## src/rtl/ovl_fabric_sched.sv

```systemverilog
// Run-control sequencer for a bank of ovl_combo checker slots: host config port,
// bank validation before arming, warm-up blanking, fire capture with irq/ack.
//
// state  | meaning
// IDLE   | config writes accepted, slots disabled
// CHECK  | one-cycle validation of the whole bank
// ARMED  | slots enabled, fires honoured once the blank counter reaches 0
// FIRED  | bank frozen, irq raised until ack or disarm
module ovl_fabric_sched #(
    parameter int NUM_SLOTS     = 4,
    parameter int SLOT_IDX_W    = 2,
    parameter int NUM_CKS_WIDTH = 3,
    parameter int BLANK_CYCLES  = 7
) (
    input  logic                               i_clk,
    input  logic                               i_rst_n,
    input  logic                               i_cfg_valid,
    output logic                               o_cfg_ready,
    input  logic [SLOT_IDX_W-1:0]              i_cfg_slot,
    input  logic [NUM_CKS_WIDTH-1:0]           i_cfg_num_cks,
    input  logic [1:0]                         i_cfg_select,
    input  logic                               i_arm_req,
    input  logic                               i_disarm_req,
    input  logic                               i_irq_ack,
    output logic [NUM_SLOTS*NUM_CKS_WIDTH-1:0] o_slot_num_cks,
    output logic [NUM_SLOTS*2-1:0]             o_slot_select,
    output logic [NUM_SLOTS-1:0]               o_slot_enable,
    input  logic [NUM_SLOTS-1:0]               i_slot_fire,
    output logic                               o_cfg_invalid,
    output logic                               o_busy,
    output logic                               o_irq,
    output logic [NUM_SLOTS-1:0]               o_fire_mask,
    output logic [SLOT_IDX_W-1:0]              o_fire_slot
);
    localparam int CNT_W = $clog2(BLANK_CYCLES + 1);

    typedef enum logic [1:0] {ST_IDLE, ST_CHECK, ST_ARMED, ST_FIRED} state_t;

    state_t                             r_state, w_state_nxt;
    logic [NUM_SLOTS*NUM_CKS_WIDTH-1:0] r_num_cks;
    logic [NUM_SLOTS*2-1:0]             r_select;
    logic [NUM_SLOTS-1:0]               r_used;
    logic [CNT_W-1:0]                   r_cnt;
    logic                               r_irq;
    logic [NUM_SLOTS-1:0]               r_fire_mask;
    logic [SLOT_IDX_W-1:0]              r_fire_slot;
    logic                               r_cfg_invalid;

    logic                  w_cfg_hs;
    logic [NUM_SLOTS-1:0]  w_slot_bad;
    logic                  w_bank_invalid;
    logic [NUM_SLOTS-1:0]  w_fire_hit;
    logic                  w_fire_legal;
    logic [SLOT_IDX_W-1:0] w_lowest;
    logic                  w_load_cnt;
    logic                  w_capture;
    logic                  w_ack;
    logic                  w_set_inv;

    assign w_cfg_hs     = i_cfg_valid & (r_state == ST_IDLE);
    assign w_fire_hit   = i_slot_fire & r_used;
    assign w_fire_legal = (r_cnt == '0) & (|w_fire_hit);

    // A slot with zero num_cks is only meaningful when select[1] picks a mode that ignores it.
    always_comb begin
        w_slot_bad = '0;
        for (int i = 0; i < NUM_SLOTS; i++) begin
            w_slot_bad[i] = r_used[i] & (r_num_cks[i*NUM_CKS_WIDTH +: NUM_CKS_WIDTH] == '0)
                            & ~r_select[2*i+1];
        end
    end
    assign w_bank_invalid = (|w_slot_bad) | (r_used == '0);

    always_comb begin
        w_lowest = '0;
        for (int i = NUM_SLOTS - 1; i >= 0; i--) begin
            if (w_fire_hit[i]) w_lowest = SLOT_IDX_W'(i);
        end
    end

    always_ff @(posedge i_clk or negedge i_rst_n) begin
        if (!i_rst_n) r_state <= ST_IDLE;
        else          r_state <= w_state_nxt;
    end

    always_comb begin
        w_state_nxt = r_state;
        w_load_cnt  = 1'b0;
        w_capture   = 1'b0;
        w_ack       = 1'b0;
        w_set_inv   = 1'b0;
        case (r_state)
            ST_IDLE: begin
                if (i_arm_req) w_state_nxt = ST_CHECK;
            end
            ST_CHECK: begin
                if (i_disarm_req) begin
                    w_state_nxt = ST_IDLE;
                end else if (w_bank_invalid) begin
                    w_state_nxt = ST_IDLE;
                    w_set_inv   = 1'b1;
                end else begin
                    w_state_nxt = ST_ARMED;
                    w_load_cnt  = 1'b1;
                end
            end
            ST_ARMED: begin
                if (i_disarm_req) begin
                    w_state_nxt = ST_IDLE;
                end else if (w_fire_legal) begin
                    w_state_nxt = ST_FIRED;
                    w_capture   = 1'b1;
                end
            end
            ST_FIRED: begin
                if (i_disarm_req) begin
                    w_state_nxt = ST_IDLE;
                end else if (i_irq_ack) begin
                    w_state_nxt = ST_ARMED;
                    w_ack       = 1'b1;
                    w_load_cnt  = 1'b1;
                end
            end
            default: w_state_nxt = ST_IDLE;
        endcase
    end

    always_ff @(posedge i_clk or negedge i_rst_n) begin
        if (!i_rst_n) begin
            r_num_cks     <= '0;
            r_select      <= '0;
            r_used        <= '0;
            r_cnt         <= '0;
            r_irq         <= 1'b0;
            r_fire_mask   <= '0;
            r_fire_slot   <= '0;
            r_cfg_invalid <= 1'b0;
        end else begin
            if (w_cfg_hs) begin
                r_num_cks[i_cfg_slot*NUM_CKS_WIDTH +: NUM_CKS_WIDTH] <= i_cfg_num_cks;
                r_select[i_cfg_slot*2 +: 2]                          <= i_cfg_select;
                r_used[i_cfg_slot]                                   <= 1'b1;
            end
            if (w_set_inv)     r_cfg_invalid <= 1'b1;
            else if (w_cfg_hs) r_cfg_invalid <= 1'b0;

            if (w_load_cnt)                                r_cnt <= CNT_W'(BLANK_CYCLES);
            else if (r_state == ST_ARMED && r_cnt != '0)   r_cnt <= r_cnt - 1'b1;

            // Disarm keeps fire_mask so the host can still read what last fired.
            if (w_capture) begin
                r_irq       <= 1'b1;
                r_fire_mask <= w_fire_hit;
                r_fire_slot <= w_lowest;
            end else if (w_ack) begin
                r_irq       <= 1'b0;
                r_fire_mask <= '0;
            end else if (w_state_nxt == ST_IDLE) begin
                r_irq       <= 1'b0;
            end
        end
    end

    assign o_cfg_ready    = (r_state == ST_IDLE);
    assign o_busy         = (r_state != ST_IDLE);
    assign o_slot_enable  = (r_state == ST_ARMED) ? r_used : '0;
    assign o_slot_num_cks = r_num_cks;
    assign o_slot_select  = r_select;
    assign o_cfg_invalid  = r_cfg_invalid;
    assign o_irq          = r_irq;
    assign o_fire_mask    = r_fire_mask;
    assign o_fire_slot    = r_fire_slot;
endmodule

```

## config.mk

```make
export PLATFORM = sky130hd
export DESIGN_NAME = ovl_fabric_sched
export DESIGN_NICKNAME = d
export VERILOG_FILES = /design/src/rtl/ovl_fabric_sched.sv
export SDC_FILE = /design/constraint.sdc
export NUM_CORES = 1
export LEC_CHECK = 0
export BUFFER_PORTS_ARGS = -buffer_cell sky130_fd_sc_hd__buf_2
export CORE_MARGIN = 3
export CORE_UTILIZATION = 55
export CTS_CLUSTER_SIZE = 40
export DETAILED_ROUTE_END_ITERATION = 10
export PLACE_DENSITY = 0.84
export SETUP_SLACK_MARGIN = 0.05
export SYNTH_ARGS = -nofsm -noshare
export SYNTH_HDL_FRONTEND = slang
export SYNTH_SLANG_ARGS = --single-unit
```

## constraint.sdc

```tcl
create_clock -name i_clk -period 2.2 [get_ports i_clk]
set_input_delay 0.44 -clock i_clk [delete_from_list [all_inputs] [get_ports i_clk]]
set_output_delay 0.44 -clock i_clk [all_outputs]
set_load 0.005 [all_outputs]
```

# --- Word-level counts from Yosys, hierarchy flattened ---
# Cells that the tools add are included.
word_totals:
  regBits: 37
  input_bits: 17
  out_inout_bits: 34
  word_cells: 95
op_classes:
  bitwise_logic: 17
  mul: 1
  magnitude_cmp: 2
  shift: 4
  addsub: 3
  eq_ne: 3
  n_reduce_logical: 18
  muxes: 38
op_table:
  columns: ["cell", "n"]
  rows:
  - ["3-bit negation with 34-bit output", 1]
  - ["4-bit negation with 34-bit output", 1]
  - ["2-bit by 34-bit variable shift with 8-bit output, first input constant", 1]
  - ["3-bit by 34-bit variable shift with 12-bit output, first input constant", 1]
  - ["2-bit by 34-bit indexed part select with 8-bit output", 1]
  - ["3-bit by 34-bit indexed part select with 12-bit output", 1]
  - ["2-bit 2-to-1 mux", 11]
  - ["1-bit 2-to-1 mux", 17]
  - ["3-bit zero test", 5]
  - ["12-bit bitwise mux", 1]
  - ["4-bit 2-to-1 mux", 3]
  - ["1-bit bitwise AND", 10]
  - ["8-bit bitwise mux", 1]
  - ["2-bit case mux with 4 select lines", 1]
  - ["2-bit nonzero test", 4]
  - ["4-bit OR reduction", 2]
  - ["3-bit 2-to-1 mux", 2]
  - ["3-bit nonzero test", 2]
  - ["4-bit bitwise AND", 1]
  - ["2-bit == test, second input constant", 2]
  - ["2-bit zero test", 2]
  - ["4-bit zero test", 1]
  - ["2-bit by 2-bit multiplier with 4-bit output, second input constant", 1]
  - ["1-bit NOT", 4]
  - ["9 further kinds", 10]

# --- Depth between registers and ports, before layout ---
# Gate-level depths: netlist (run 1).
logic_depth:
  ltp_word: 12
  depth_mapped: 8

# --- Least setup slack after synthesis (run 1) ---
# OpenSTA, ideal clock, no wires.
synth_timing:
  path_kind: "in2reg"
  startpoint: "in i_cfg_slot[0]"
  endpoint: "reg r_num_cks[6], in the netlist o_slot_num_cks[6]"
  cell_stages: 5
  n_path_buf: 0
  slack_ns: 0.660
  t_arrival_ns: 1.457
  path_cell_list: "inv_1 -> ha_1 -> nor3b_1 -> nand2_1 -> o21ai_0"
synth_between:
  elab_chain_len: 4
  elab_cells_between_ends: 5
  cone_classes: "add/sub (1); mul (1); shift (2); mux (1)"
synth_lines:
  columns: ["element", "line", "source"]
  rows:
  - ["start, declared", "19", "input logic [SLOT_IDX_W-1:0] i_cfg_slot,"]
  - ["2-bit by 2-bit multiplier with 4-bit output (*)", "140", "r_num_cks[i_cfg_slot*NUM_CKS_WIDTH +: NUM_CKS_WIDTH] <= i_cfg_num_cks;"]
  - ["4-bit negation with 34-bit output (*)", "140", null]
  - ["3-bit by 34-bit indexed part select with 12-bit output / 3-bit by 34-bit variable shift with 12-bit output (equally long branches)", "140", null]
  - ["12-bit bitwise mux (*)", "140", null]
  - ["end signal, assigned by index", "140", null]
  - ["end, declared", "40", "logic [NUM_SLOTS*NUM_CKS_WIDTH-1:0] r_num_cks;"]
# Every way passes the cells marked *; elsewhere a longest branch is shown, timed or not.
# A chain may end at the register's enable or synchronous reset.

# --- Worst setup path after layout (run 1) ---
layout_timing:
  startpoint: "reg r_state[0]"
  endpoint: "reg r_select[3], in the netlist o_slot_select[3]"
layout_between:
  elab_chain_len: 2
layout_lines:
  columns: ["element", "line", "source"]
  rows:
  - ["start, declared", "39", "state_t r_state, w_state_nxt;"]
  - ["start signal, assigned", "83", "else r_state <= w_state_nxt;"]
  - ["2-bit zero test", "60", "assign w_cfg_hs = i_cfg_valid & (r_state == ST_IDLE);"]
  - ["1-bit bitwise AND", "60", null]
  - ["end signal, assigned by index", "141", "r_select[i_cfg_slot*2 +: 2] <= i_cfg_select;"]
  - ["end, declared", "41", "logic [NUM_SLOTS*2-1:0] r_select;"]
# No other way between the ends.

==> results.md, run 1 <==
* DR pass1 iterations at 4
* Area leader, netlist: dfrtp_1
* Postcts setup bufs at 0
* Gp weighted congestion at roughly 0.76
* Final antenna diode count at 0
* CTS root buf: clkbuf_4
* Net switching power figure at 409 uW
* Starting Density at 0.582
* Largest family of logic cells by synthesized area: simple AND/OR/NAND/NOR gates
* CTS resizes at 0
* Number of global-route vias before repair at 1,459
* Clock sink count at 37
* Crit. End Element: register
* Synth top area cells: dfrtp_1 (51%), nand2_1 (11%), ha_1 (6.9%)
* DPL Wire Length at around 3000 um
* Largest stage delay on the critical path at ~0.50 ns
* Power Total at 1.39 mW
* Synth unique cells at 34
* Setup TNS Final at 0 ns
* Post-synth EDFFs at 0
* Tcrit/Tclk final at 0.782
* FF/Latch Area at about 930 sq um
* Main synth FF type: dfrtp_1
* Number of placed I/O pins at 51
* Area share of fa/ha/maj cells after synthesis at 0.0693
* Port Buffers at 50
* DRC viols at 0
* Synth Area in Compound Gates at 0.152
* Netlist Area Pre-Place at 0.00181 sq mm
* CP startpoint kind: register
* R2R Setup Slk at roughly 0.48 ns
* Worst slew pin tran at about 0.8 ns
* Hold WC Path Type: in -> async
* Hold Buf Count CTS at 0
* Synth Net Count at 210
* GRT Total Usage at 0.218
* Seq pwr share at 0.567
* Crit path DAT at ~2.0 ns
* Unrepaired setup endpoints after global routing: no
* Logic gate share of total power at 0.186
* CP Class: reg -> reg
* Drt total wl at 3940 um
* Max-Cap Viols at 0
* Vias per cell at 5.36
* CTS tree: yes
* Fraction of registers with async set/reset at 1.00
* YS warnings at 0
* Worst path cell trace: nor2_1 -> and2_1 -> nand2_2 -> nand2_1 -> o21ai_0
* Cell internal pwr at roughly 980 uW
* Min Tclk post-route at 1.72 ns
* Outcome: complete, no violations
* Top cell type's share of synthesized area at 0.512
* Max VDD drop at 0.000350 V
* Sw Ratio at 0.295
* Final number of hold-violating endpoints at 0
* Multi-input gate area at 832 sq um
* Clock transition at path regs at 0.11 ns
* Vias at 1,533
* Flops & latches, synth at 37
* Leak Pwr at 1.14 nW
* Detail Route Antenna Nets at 0
* Crit path max fanout at 10
* Clock power share at 0.246
* H-Tree Depth at 2
* Top cells by instance count after synthesis: nand2_1 (51), dfrtp_1 (37), o21ai_0 (21)
* Slowest CP cell: and2_1
* Gate Count Post-Synth at 183
* Synthesis-to-finish area growth at 19.7%
* # setup viols final at 0
* First-pass GRT wire length at 6780 um
* Simple-gate area share of the yosys netlist at 0.226
* Die Wd at ~63 um
* Clock Skews at 0.00698 ns
* Final cell count without fillers at about 290
* DIE AREA at 0.00401 sq mm
* NumNets Final at 268
* Mux share of post-synthesis cell area at 0.00831
* Die Ht at approximately 63 um
* Largest net degree at the start of global routing at 38
* Most common cell in the netlist: nand2_1
* Slew Viols, Final at 0
* Worst slew margin at 0.471
* Fill cells at 271
* Total core area at 0.00310 sq mm
* Syn avg cell area at 9.87 sq um
* # placed instances at 278
* Seq/Total Area, Yosys at 0.512
* Clk_lat worst skew at 0.34 ns
* Initial antenna violation count at 0
* Fmax at 0.581 GHz
* CP required at ~2.4 ns
* Post-synthesis xor/xnor area fraction at 0.00485
* FP Rows at 20
* CTS Buf Count at 5
* CTS Buffer Depth at 2
* Grt ovf at 0
* Layout cells sized above 1 at 0.285
* WL/cell at 13.8 um
* DR iter-0 viols at 61
* Pwr Density at 642 mW/mm^2
==> power by group through the flow <==
stage / logic [mW] / registers, mW / clock network [mW]
floorplan: 0.146 / 0.796 / 0
global placement: 0.253 / 0.798 / 0
detailed placement: 0.261 / 0.801 / 0
CTS: 0.263 / 0.788 / 0.358
global route: 0.302 / 0.796 / 0.398
finish: 0.259 / 0.788 / 0.342
==> cell usage in the layout, fill, tap and decap left out, types with 2 or more instances in the layout <==
master    instances
a21o_1            4
dfrtp_1          37
nand2b_1          2
o211ai_1          2
buf_2            50
nand2_1          51
o21ai_0          21
nor3b_1           4
ha_1             10
and2_1            5
a21oi_1           6
a32o_1            4
clkinv_2          2
buf_4             3
nand2_2           3
inv_1             7
clkbuf_4          5
nor4_1            5
nand3_1           2
==> cell families after synthesis <==
logic type,after synthesis
and+or+nand+nor,82
xor gates and xnor gates,1
AOI/OAI and AO/OA,43
adders and majority gates,10
DFF,37
muxes,1
buffers and inverters,9
==> state kept, by name, summed over array words and instances, names as in the netlist <==
signal,count
o_cfg_invalid,1
o_fire_mask,4
o_fire_slot,2
o_irq,1
o_slot_num_cks,12
o_slot_select,8
r_cnt,3
r_state,2
r_used,4
==> stage by stage <==
step           hold slack (ns)   util  area [sq um]  setup slack, ns
2_1_floorplan            0.144      -          1810            0.660
3_3_place_gp             0.465  0.681          2110            0.423
3_5_place_dp             0.469  0.681          2110            0.372
4_1_cts                  0.192  0.697          2160            0.510
5_1_grt                  0.211  0.697          2160            0.365
6_report                 0.171  0.697          2160            0.479
==> path summary, 6_finish.rpt <==
| check | startpoint | end | depth (start not counted) |
|---|---|---|---|
| max in group asynchronous | i_rst_n | r_state[1] | 1 |
| max | r_state[0] | o_slot_select[3] | 5 |
| min in group i_clk | i_irq_ack | r_state[0] | 2 |
| min reg2reg | o_slot_select[2] | o_slot_select[2] | 2 |
| max reg2reg | r_state[0] | o_slot_select[3] | 5 |
| min | i_rst_n | o_fire_mask[3] | 1 |
==> critical path: cells and delay by family (launching register included) <==
family | cells | cell delay, ns
AND/OR/NAND/NOR | 4 | 1.06
flip-flops | 1 | 0.46
AO/OA/AOI/OAI | 1 | 0.08
==> cell type report <==
cell class	instances	share of cell area
clock buffers	6	0.0191
repair buffers	53	0.126
clock inverters	2	0.00463
well taps	44	0.0254
inverters	7	0.0121
multi-input cells	137	0.385
flip-flops and latches	37	0.428
==> routing by layer <==
metal,global-route usage,vias up,share of wire
met1,0.270,725,0.44
met2,0.366,53,0.48
met5,0,-,0
li1,-,749,-
met4,0.0728,0,0.015
met3,0.0606,6,0.067
(Power assumes the default switching activity.)
==> run 2: changes to the inputs <==
Settings changed: CORE_UTILIZATION 55 to 51, PLACE_DENSITY 0.84 to 0.78.
Clock period 2.2 ns to 1.6 ns, I/O delays scaled along.
==> results.md, run 2 (synthesis gave the netlist of run 1 again) <==
* Clock sink count at 37 (unchanged)
* Largest stage delay on the critical path at 0.42 ns (-0.08 ns)
* DP Area at 0.00218 sq mm (+3.4%)
* Power Total at 2.07 mW (+49%)
* Fmax at ~0.65 GHz
* Gp weighted congestion at 0.802 (+5.8%)
* Pre-CTS setup slack at 0.0484 ns (-0.324 ns)
* Layout cells sized above 1 at 0.381 (+0.0962)
* Die Wd at 65.5 um (+3.5%)
* Reg2reg start: r_cnt[1]
* Clock Skews at 0.00718 ns (+0.000205 ns)
* Worst Setup SP: r_state[1]
* # placed instances at 286 (+2.9%)
* Port Buffers at 50 (unchanged)
* Vias at 1,581 (+3.1%)
* Sw Ratio at 0.290 (-0.00498)
* # setup viols final at 0 (unchanged)
* Cell area after layout at 0.00237 sq mm (+9.7%)
* Grt ovf at 0 (unchanged)
* Max VDD drop at 0.000629 V (+80%)
* Hold WC Path Type: in -> reg
* Unrepaired setup endpoints after global routing: yes
* Detail Route Antenna Nets at 0 (unchanged)
* Number of global-route vias before repair at 1,534 (+5.1%)
* Net switching power figure at 600 uW (+46%)
* Seq pwr share at 0.525 (-0.042)
* Post-layout util at 0.741 (+0.0438)
* Vias per cell at 5.25 (-2.0%)
* GRT Total Usage at 0.212 (-0.00553)
* CP required at 1.28 ns (-1.15 ns)
* Total core area at 0.00320 sq mm (+3.2%)
* Slack of the critical path at 0.0523 ns (-0.427 ns)
* CP Class: reg -> out
* Fill cells at 266 (-1.8%)
* Number of placed I/O pins at 51 (unchanged)
* Slew Viols, Final at 0 (unchanged)
* H-Tree Depth at 2 (unchanged)
* CTS Buf Count at 5 (unchanged)
* Cell internal pwr at 1.47 mW (+50%)
* Worst path cell trace: nor2b_4 -> and2_4 -> buf_6
* Most common cell after layout, fill and taps aside: nand2_1
* Most frequent cells in the layout: nand2_1 (51), buf_2 (49), dfrtp_1 (34)
* CTS tree: yes
* R2R Setup Slk at 0.10 ns (-0.38 ns)
* Outcome: complete, no violations
* Crit path DAT at 1.23 ns (-0.72 ns)
* Clock power share at 0.245 (about the same)
* Initial antenna violation count at 0 (unchanged)
* Crit path max fanout at 6 (-4)
* Slowest CP cell: dfrtp_1
* Worst slew pin tran at 0.430 ns (-0.364 ns)
* Leak Pwr at 1.22 nW (+7.2%)
* Crit. End Element: output pin
* Die Ht at 65.5 um (+3.5%)
* Setup TNS Final at 0 ns (unchanged)
* DIE AREA at 0.00429 sq mm (+7.1%)
* WL/cell at 13.6 um (-1.1%)
* Hold WS at 0.188 ns (+0.0170 ns)
* Pwr Density at 872 mW/mm^2 (+36%)
* Tcrit/Tclk final at 0.967
* Largest register FFs at 12 (unchanged)
* FP Rows at 20 (unchanged)
* Worst slew margin at 0.713 (+0.242)
* Largest net degree at the start of global routing at 21 (-45%)
* DR pass1 iterations at 4 (unchanged)
* Min Tclk post-route at 1.55 ns
* Drt total wl at 4100 um (+4.1%)
* NumNets Final at 284 (+6.0%)
* CTS Buffer Depth at 2 (unchanged)
* Synthesis-to-finish area growth at 31.4%
* CP startpoint kind: register
* Final cell count without fillers at 301 (+5.2%)
* Clock transition at path regs at 0.11 ns (about the same)
* DRC viols at 0 (unchanged)
* DR iter-0 viols at 72 (+18%)
* First-pass GRT wire length at 6990 um (+3.1%)
* DPL Wire Length at 3110 um (+4.4%)
* Starting Density at 0.564 (-0.0182)
* CTS root buf: clkbuf_4
* Logic gate share of total power at 0.230 (+0.044)
* Final antenna diode count at 0 (unchanged)
* Max-Cap Viols at 0 (unchanged)
* Clk_lat worst skew at 0.34 ns (about the same)
* Final number of hold-violating endpoints at 0 (unchanged)
* HP Start: i_irq_ack
[run 2: cell types whose count changed in the layout (fill, tap and decap cells not counted), moves of 3 or more]
cell	delta
nor4_1	-4
dfrtp_2	+3
nor4_2	+4
buf_4	+14
dfrtp_1	-3
[run 2: layout make-up]
cell class                 count  area [sq um]  area share
sequential                    37           930       0.392
multi-input combinational    137           893       0.376
timing repair buffer          69           414       0.174
clock buffer                   7          55.1      0.0232
tap                           44          55.1      0.0232
inverter                       7          26.3      0.0111
[run 2: worst max-delay path, delay by kind of cell, from the launching register on]
kind                   cells  cell delay (ns)
flip-flops                 1             0.42
AND/OR/NAND/NOR            2             0.38
buffers and inverters      1             0.08
[run 2: per-layer routing]
layer	vias to the layer above	track usage	wire (um)
met5	-	0	0
met1	727	0.267	1820
met3	8	0.0632	277
li1	780	-	-
met2	66	0.350	1940
met4	0	0.0674	61
[run 2: timing repair]
action	CTS	global route
setup endpoints to repair	8	26
hold buffers	1	0
pin swaps	0	6
resized for setup	2	17
gates cloned	0	0
endpoints found under the hold margin	17	0
buffers inserted	1	6
[run 2: final timing paths]
check	cells past startpoint	end
worst min register to register	2	o_slot_select[0]
min in group asynchronous	2	o_slot_select[4]
worst min-delay path	2	r_state[0]
worst max-delay path	3	o_slot_enable[1]
worst max register to register	6	o_fire_slot[0]
max in group asynchronous	3	r_used[0]
[run 2: power by group through the flow]
stage,Combinational (mW),Sequential [mW],Clock [mW]
final,0.476,1.09,0.507
after global routing,0.537,1.10,0.549
after CTS,0.392,1.08,0.506
after detailed placement,0.381,1.10,0
after global placement,0.377,1.10,0
after floorplan,0.200,1.09,0
